[config.mk]
export PLATFORM = sky130hd
export DESIGN_NAME = minimig_ctrlreg_arbiter
export DESIGN_NICKNAME = d
export VERILOG_FILES = /design/src/rtl/minimig_ctrlreg_arbiter.sv
export SDC_FILE = /design/constraint.sdc
export NUM_CORES = 1
export LEC_CHECK = 0
export CAP_MARGIN = 40
export CORE_MARGIN = 5
export CORE_UTILIZATION = 46
export CTS_CLUSTER_SIZE = 25
export DETAILED_ROUTE_END_ITERATION = 8
export PLACE_DENSITY = 0.95
export SYNTH_ARGS = -nofsm -noshare
export SYNTH_HDL_FRONTEND = slang
export SYNTH_SLANG_ARGS = --single-unit
[constraint.sdc]
create_clock -name clk -period 4.4 [get_ports clk]
set_clock_uncertainty 0.2 [all_clocks]
set_input_delay 0.44 -clock clk [delete_from_list [all_inputs] [get_ports clk]]
set_output_delay 0.44 -clock clk [all_outputs]
set_load 0.01 [all_outputs]
[src/rtl/minimig_ctrlreg_arbiter.sv]
// Two-port arbiter for the control-board register bus. It serialises chip-bus (A) and
// OSD/SPI (B) accesses onto one sel/rd/hwr/lwr strobe bus and returns read data with an ack.
module minimig_ctrlreg_arbiter #(
  parameter logic [6:0] BASE_HI = 7'h00,
  parameter bit         FAIR    = 1'b1
) (
  input  logic        clk,
  input  logic        rst,
  input  logic        a_req,
  input  logic        a_rd,
  input  logic        a_hwr,
  input  logic        a_lwr,
  input  logic [7:0]  a_addr,
  input  logic [15:0] a_wdata,
  output logic        a_ack,
  output logic [15:0] a_rdata,
  input  logic        b_req,
  input  logic        b_rd,
  input  logic        b_hwr,
  input  logic        b_lwr,
  input  logic [7:0]  b_addr,
  input  logic [15:0] b_wdata,
  output logic        b_ack,
  output logic [15:0] b_rdata,
  output logic        sel,
  output logic        rd,
  output logic        hwr,
  output logic        lwr,
  output logic [14:0] addr,
  output logic [15:0] wdata,
  input  logic [15:0] rdata_in,
  output logic        busy
);

  typedef enum logic [1:0] {
    ST_IDLE    = 2'd0,
    ST_STROBE  = 2'd1,
    ST_CAPTURE = 2'd2,
    ST_HOLD    = 2'd3
  } state_e;

  localparam logic OWN_A = 1'b0;
  localparam logic OWN_B = 1'b1;

  state_e      state_q, state_d;
  logic        owner_q, owner_d;
  logic        last_grant_q, last_grant_d;
  logic        rd_lat_q, rd_lat_d;
  logic        sel_q, sel_d;
  logic        rd_q, rd_d;
  logic        hwr_q, hwr_d;
  logic        lwr_q, lwr_d;
  logic [7:0]  addr_q, addr_d;
  logic [15:0] wdata_q, wdata_d;
  logic        a_ack_q, a_ack_d;
  logic        b_ack_q, b_ack_d;
  logic [15:0] a_rdata_q, a_rdata_d;
  logic [15:0] b_rdata_q, b_rdata_d;
  logic        busy_q, busy_d;

  logic        grant_b;
  logic        win_rd;
  logic        win_hwr;
  logic        win_lwr;
  logic [7:0]  win_addr;
  logic [15:0] win_wdata;
  logic        win_is_read;
  logic [15:0] cap_data;

  // A tie goes to whoever was not served last (FAIR) or always to A.
  always_comb begin
    grant_b = 1'b0;
    if (a_req && b_req) begin
      if (FAIR) begin
        grant_b = (last_grant_q == OWN_A);
      end else begin
        grant_b = 1'b0;
      end
    end else begin
      grant_b = b_req;
    end
  end

  always_comb begin
    win_rd    = grant_b ? b_rd    : a_rd;
    win_hwr   = grant_b ? b_hwr   : a_hwr;
    win_lwr   = grant_b ? b_lwr   : a_lwr;
    win_addr  = grant_b ? b_addr  : a_addr;
    win_wdata = grant_b ? b_wdata : a_wdata;
    // Any write strobe wins over rd, so a mixed request is issued as a pure write.
    win_is_read = win_rd & ~(win_hwr | win_lwr);
    cap_data    = rd_lat_q ? rdata_in : 16'h0000;
  end

  always_comb begin
    state_d      = state_q;
    owner_d      = owner_q;
    last_grant_d = last_grant_q;
    rd_lat_d     = rd_lat_q;
    sel_d        = 1'b0;
    rd_d         = 1'b0;
    hwr_d        = 1'b0;
    lwr_d        = 1'b0;
    addr_d       = addr_q;
    wdata_d      = wdata_q;
    a_ack_d      = 1'b0;
    b_ack_d      = 1'b0;
    a_rdata_d    = a_rdata_q;
    b_rdata_d    = b_rdata_q;
    case (state_q)
      ST_IDLE: begin
        if (a_req || b_req) begin
          state_d  = ST_STROBE;
          owner_d  = grant_b;
          rd_lat_d = win_is_read;
          sel_d    = 1'b1;
          rd_d     = win_is_read;
          hwr_d    = win_hwr;
          lwr_d    = win_lwr;
          addr_d   = win_addr;
          wdata_d  = win_wdata;
        end else begin
          state_d = ST_IDLE;
        end
      end
      ST_STROBE: begin
        state_d = ST_CAPTURE;
        a_ack_d = (owner_q == OWN_A);
        b_ack_d = (owner_q == OWN_B);
      end
      ST_CAPTURE: begin
        state_d      = ST_HOLD;
        last_grant_d = owner_q;
        if (owner_q == OWN_A) begin
          a_rdata_d = cap_data;
        end else begin
          b_rdata_d = cap_data;
        end
      end
      ST_HOLD: begin
        state_d = ST_IDLE;
      end
      default: begin
        state_d = ST_IDLE;
      end
    endcase
    busy_d = (state_d != ST_IDLE);
  end

  always_ff @(posedge clk or posedge rst) begin
    if (rst) begin
      state_q      <= ST_IDLE;
      owner_q      <= OWN_A;
      last_grant_q <= OWN_B;
      rd_lat_q     <= 1'b0;
      sel_q        <= 1'b0;
      rd_q         <= 1'b0;
      hwr_q        <= 1'b0;
      lwr_q        <= 1'b0;
      addr_q       <= 8'h00;
      wdata_q      <= 16'h0000;
      a_ack_q      <= 1'b0;
      b_ack_q      <= 1'b0;
      a_rdata_q    <= 16'h0000;
      b_rdata_q    <= 16'h0000;
      busy_q       <= 1'b0;
    end else begin
      state_q      <= state_d;
      owner_q      <= owner_d;
      last_grant_q <= last_grant_d;
      rd_lat_q     <= rd_lat_d;
      sel_q        <= sel_d;
      rd_q         <= rd_d;
      hwr_q        <= hwr_d;
      lwr_q        <= lwr_d;
      addr_q       <= addr_d;
      wdata_q      <= wdata_d;
      a_ack_q      <= a_ack_d;
      b_ack_q      <= b_ack_d;
      a_rdata_q    <= a_rdata_d;
      b_rdata_q    <= b_rdata_d;
      busy_q       <= busy_d;
    end
  end

  // Downstream read data only arrives in the ack cycle, so it is forwarded while ack is high.
  assign a_rdata = a_ack_q ? cap_data : a_rdata_q;
  assign b_rdata = b_ack_q ? cap_data : b_rdata_q;
  assign a_ack   = a_ack_q;
  assign b_ack   = b_ack_q;
  assign sel     = sel_q;
  assign rd      = rd_q;
  assign hwr     = hwr_q;
  assign lwr     = lwr_q;
  assign addr    = {BASE_HI, addr_q};
  assign wdata   = wdata_q;
  assign busy    = busy_q;

endmodule

==> run_results.csv <==
group,metric,value,unit
status,outcome,"finished clean",
finish,multiInputGateArea,1360,um2
die,dieArea,9110,um2
power,powerDensity,612,nW/um2
critical_path,worstSetupEndpoint,"b_rdata[3]",
clocking,clk_latency,320,ps
clocking,clock-sinks,68,
hold_path,hp-class,"register to register",
route,vias,3065,
global_route,grt_overflow,0,
critical_path,reg2reg_depth,4,
global_route,grt_pass1_vias,2964,
finish,n_antenna_cell,0,
route,drc,0,
yosys,synth_area_leaders,"dfrtp_1 50%, o21ai_0 12%, nand2_1 8.3%",
job,cap_violations,0,
timing,finalCriticalPeriod,2840,ps
route,avgViaCountPerCell,4.99,
die,core,7180,um2
critical_path,cp.depth,4,
yosys,avgSynthCellArea,8.77,um2
global_route,gr-max-usage-layer,"met2",
critical_path,crit_path_max_incr_delay,800,ps
timing,fmax,0.352,GHz
finish,seq_area,1700,um2
power,ir_drop,0.319,mV
yosys,netlist_area,3360,um2
global_route,grt_usage,0.205,
critical_path,worst_ep_required_time,3760,ps
clocking,clk_path_buf_depth,2,
yosys,syn_inst,383,
critical_path,worst_ep_arrival_time,2200,ps
critical_path,crit_family,"buffers and inverters",
route,ant_nets,0,
critical_path,crit_path_start_kind,"register",
critical_path,critical_path.slowest_cell,"dfrtp_1",
global_route,use_met1,0.237,
die,chipHeight,95.4,um
clocking,cts_root_buffer,"clkbuf_8",
global_route,met2_usage,0.353,
finish,drive_above_1_share,0.0524,
finish,nFillCells,535,
route,drt_iter0_drc,95,
yosys,yosys_warnings,0,
timing,worstMarginPinSlew,921,ps
global_route,grt_pass1_wl,14.4,mm
clocking,cts_buffers,9,
route,wl,9.04,mm
yosys,yosysTopAreaCell,"dfrtp_1",
clocking,path_clk_slew,70,ps
timing,setup_viol,0,
clocking,postCtsHoldBufs,0,
timing,relSlewSlack,0.386,
critical_path,startpoint,"rd_lat_q",
clocking,cts_setup_buffers,0,
die,row_count,31,
critical_path,timing.rr.end,"rd",
global_route,grt_antenna_before_repair,0,
placement,hpwl,7.19,mm
clocking,cts_tree,"done",
timing,rsz0062_at_grt,"no",
critical_path,r2r_slack,2560,ps
yosys,synth_top_area_frac,0.499,
yosys,yosysSeqAreaShare,0.507,
clocking,htreeDepth,3,
die,fp.dieW,95.4,um
yosys,ys_seq_elements,68,
clocking,cts_resized,0,
placement,place.gp.congestion,0.784,
global_route,grt_max_degree,39,
finish,nets,590,
timing,holdWs,281,ps
timing,drv_slew,0,
timing,setup_tns,0,ps
critical_path,r2r-start,"last_grant_q",
critical_path,critPathBufInv,2,
yosys,yosys.cell_types.count,30,
timing,fin_crit_sh,0.646,
route,wire_per_inst,14.7,um
timing,hold_violations,0,
route,drt_first_pass_iters,7,
finish,area_growth,48.4,%
critical_path,path_max_fanout,26,
die,io_pins,144,
global_route,grtUsageMet3,0.0845,
critical_path,path_class,"register to output pin",
power,power.leakage,2.10,nW
die,initial_core_util,0.468,
critical_path,crit_chain,"buf_16 > nand3_1 > o21ai_0 > clkdlybuf4s50_1",
critical_path,end_kind,"output pin",
placement,io_buffers,136,
sequential cells by signal (all words and copies together), names as in the netlist:
signal        flops
state_q           2
a_rdata_q        16
last_grant_q      1
sel               1
addr_q            8
busy              1
b_rdata_q        16
rd_lat_q          1
wdata            16
rd                1
owner_q           1
b_ack             1
a_ack             1
hwr               1
lwr               1
how the worst min path moves through the flow:
stage	to	slack [ps]	depth (start not counted)	startpoint
2_1_floorplan	a_rdata_q[0]	250	2	a_rdata_q[0]
3_3_place_gp	wdata[10]	260	2	wdata[10]
3_5_place_dp	a_rdata_q[12]	270	2	a_rdata_q[12]
4_1_cts	a_ack	290	1	owner_q
5_1_grt	a_rdata_q[2]	300	2	a_rdata_q[2]
6_report	a_rdata_q[12]	280	2	a_rdata_q[12]
logic make-up after synthesis:
| group | synth area share |
|---|---|
| and+or+nand+nor | 0.148 |
| AOI/OAI and AO/OA | 0.151 |
| buffers and inverters | 0.0969 |
| DFF | 0.507 |
| muxes | 0.0805 |
| adders and majority gates | 0.0149 |
| other | 0.00112 |
layout by cell type, fill, tap and decap left out:
master / count
dfrtp_1: 67
clkbuf_1: 1
clkdlybuf4s50_1: 136
a21oi_1: 1
ha_1: 4
o21ai_0: 82
and2_1: 1
nor2_1: 6
o21ai_4: 1
clkbuf_8: 10
a32oi_1: 1
a21boi_4: 1
a22o_1: 1
nor3_1: 1
nand3_1: 32
inv_2: 1
inv_1: 37
or2_2: 1
nor2b_1: 1
nand2_1: 74
o31ai_2: 1
buf_8: 2
o21ai_1: 7
or2b_1: 1
dfstp_2: 1
nand2b_1: 1
buf_4: 3
clkinv_2: 3
conb_1: 7
buf_16: 3
mux2i_1: 27
area by class of cell:
class                           instances  share of cell area
Clock buffer                           11              0.0284
Timing Repair Buffer                  144               0.300
Inverter                               38              0.0286
Clock inverter                          3             0.00301
Multi-Input combinational cell        251               0.273
Sequential cell                        68               0.342
Tap cell                               99              0.0249
metal layers:
| metal | wire (um) | vias to the layer above |
|---|---|---|
| met5 | 0 | - |
| met4 | 78 | 0 |
| met3 | 1020 | 10 |
| met2 | 4400 | 146 |
| met1 | 3540 | 1410 |
| li1 | - | 1499 |
tightest hold or removal path, stage by stage, from the launching register on:
cell and delay (ps):
dfrtp_1 340, nand2_1 40, o21ai_0 60
synthesized netlist by cell type:
| library cell | count |
|---|---|
| buf_2 | 1 |
| a21boi_4 | 1 |
| nand2b_1 | 1 |
| ha_1 | 4 |
| mux2i_1 | 27 |
| clkbuf_1 | 19 |
| dfstp_2 | 1 |
| a21oi_1 | 1 |
| o21ai_2 | 1 |
| nand2_1 | 74 |
| nor3_1 | 1 |
| a32oi_1 | 1 |
| conb_1 | 1 |
| nor2_1 | 6 |
| inv_1 | 38 |
| and2_1 | 1 |
| a22o_1 | 1 |
| o31ai_2 | 1 |
| nor2b_1 | 1 |
| or2_2 | 1 |
| buf_8 | 1 |
| buf_12 | 1 |
| o21ai_0 | 82 |
| dfrtp_1 | 67 |
| buf_6 | 1 |
| or2b_1 | 1 |
| nand3_1 | 32 |
| buf_4 | 7 |
| buf_1 | 2 |
| o21ai_1 | 7 |
metrics by stage:
stage	utilization	std cells	setup slack, ps	cell area, um2	power, mW
2_1_floorplan	-	389	2050	3380	1.81
3_3_place_gp	0.657	595	1690	4710	2.49
3_5_place_dp	0.673	600	1840	4830	2.66
4_1_cts	0.694	614	1550	4980	3.09
5_1_grt	0.694	614	1390	4980	3.29
6_report	0.694	614	1560	4980	3.05
power breakdown:
part | internal, mW | switching [mW] | total [mW]
Combinational | 0.781 | 0.709 | 1.49
Clock | 0.211 | 0.209 | 0.420
Sequential | 0.908 | 0.232 | 1.14
Power figures use the tool's default switching activity.
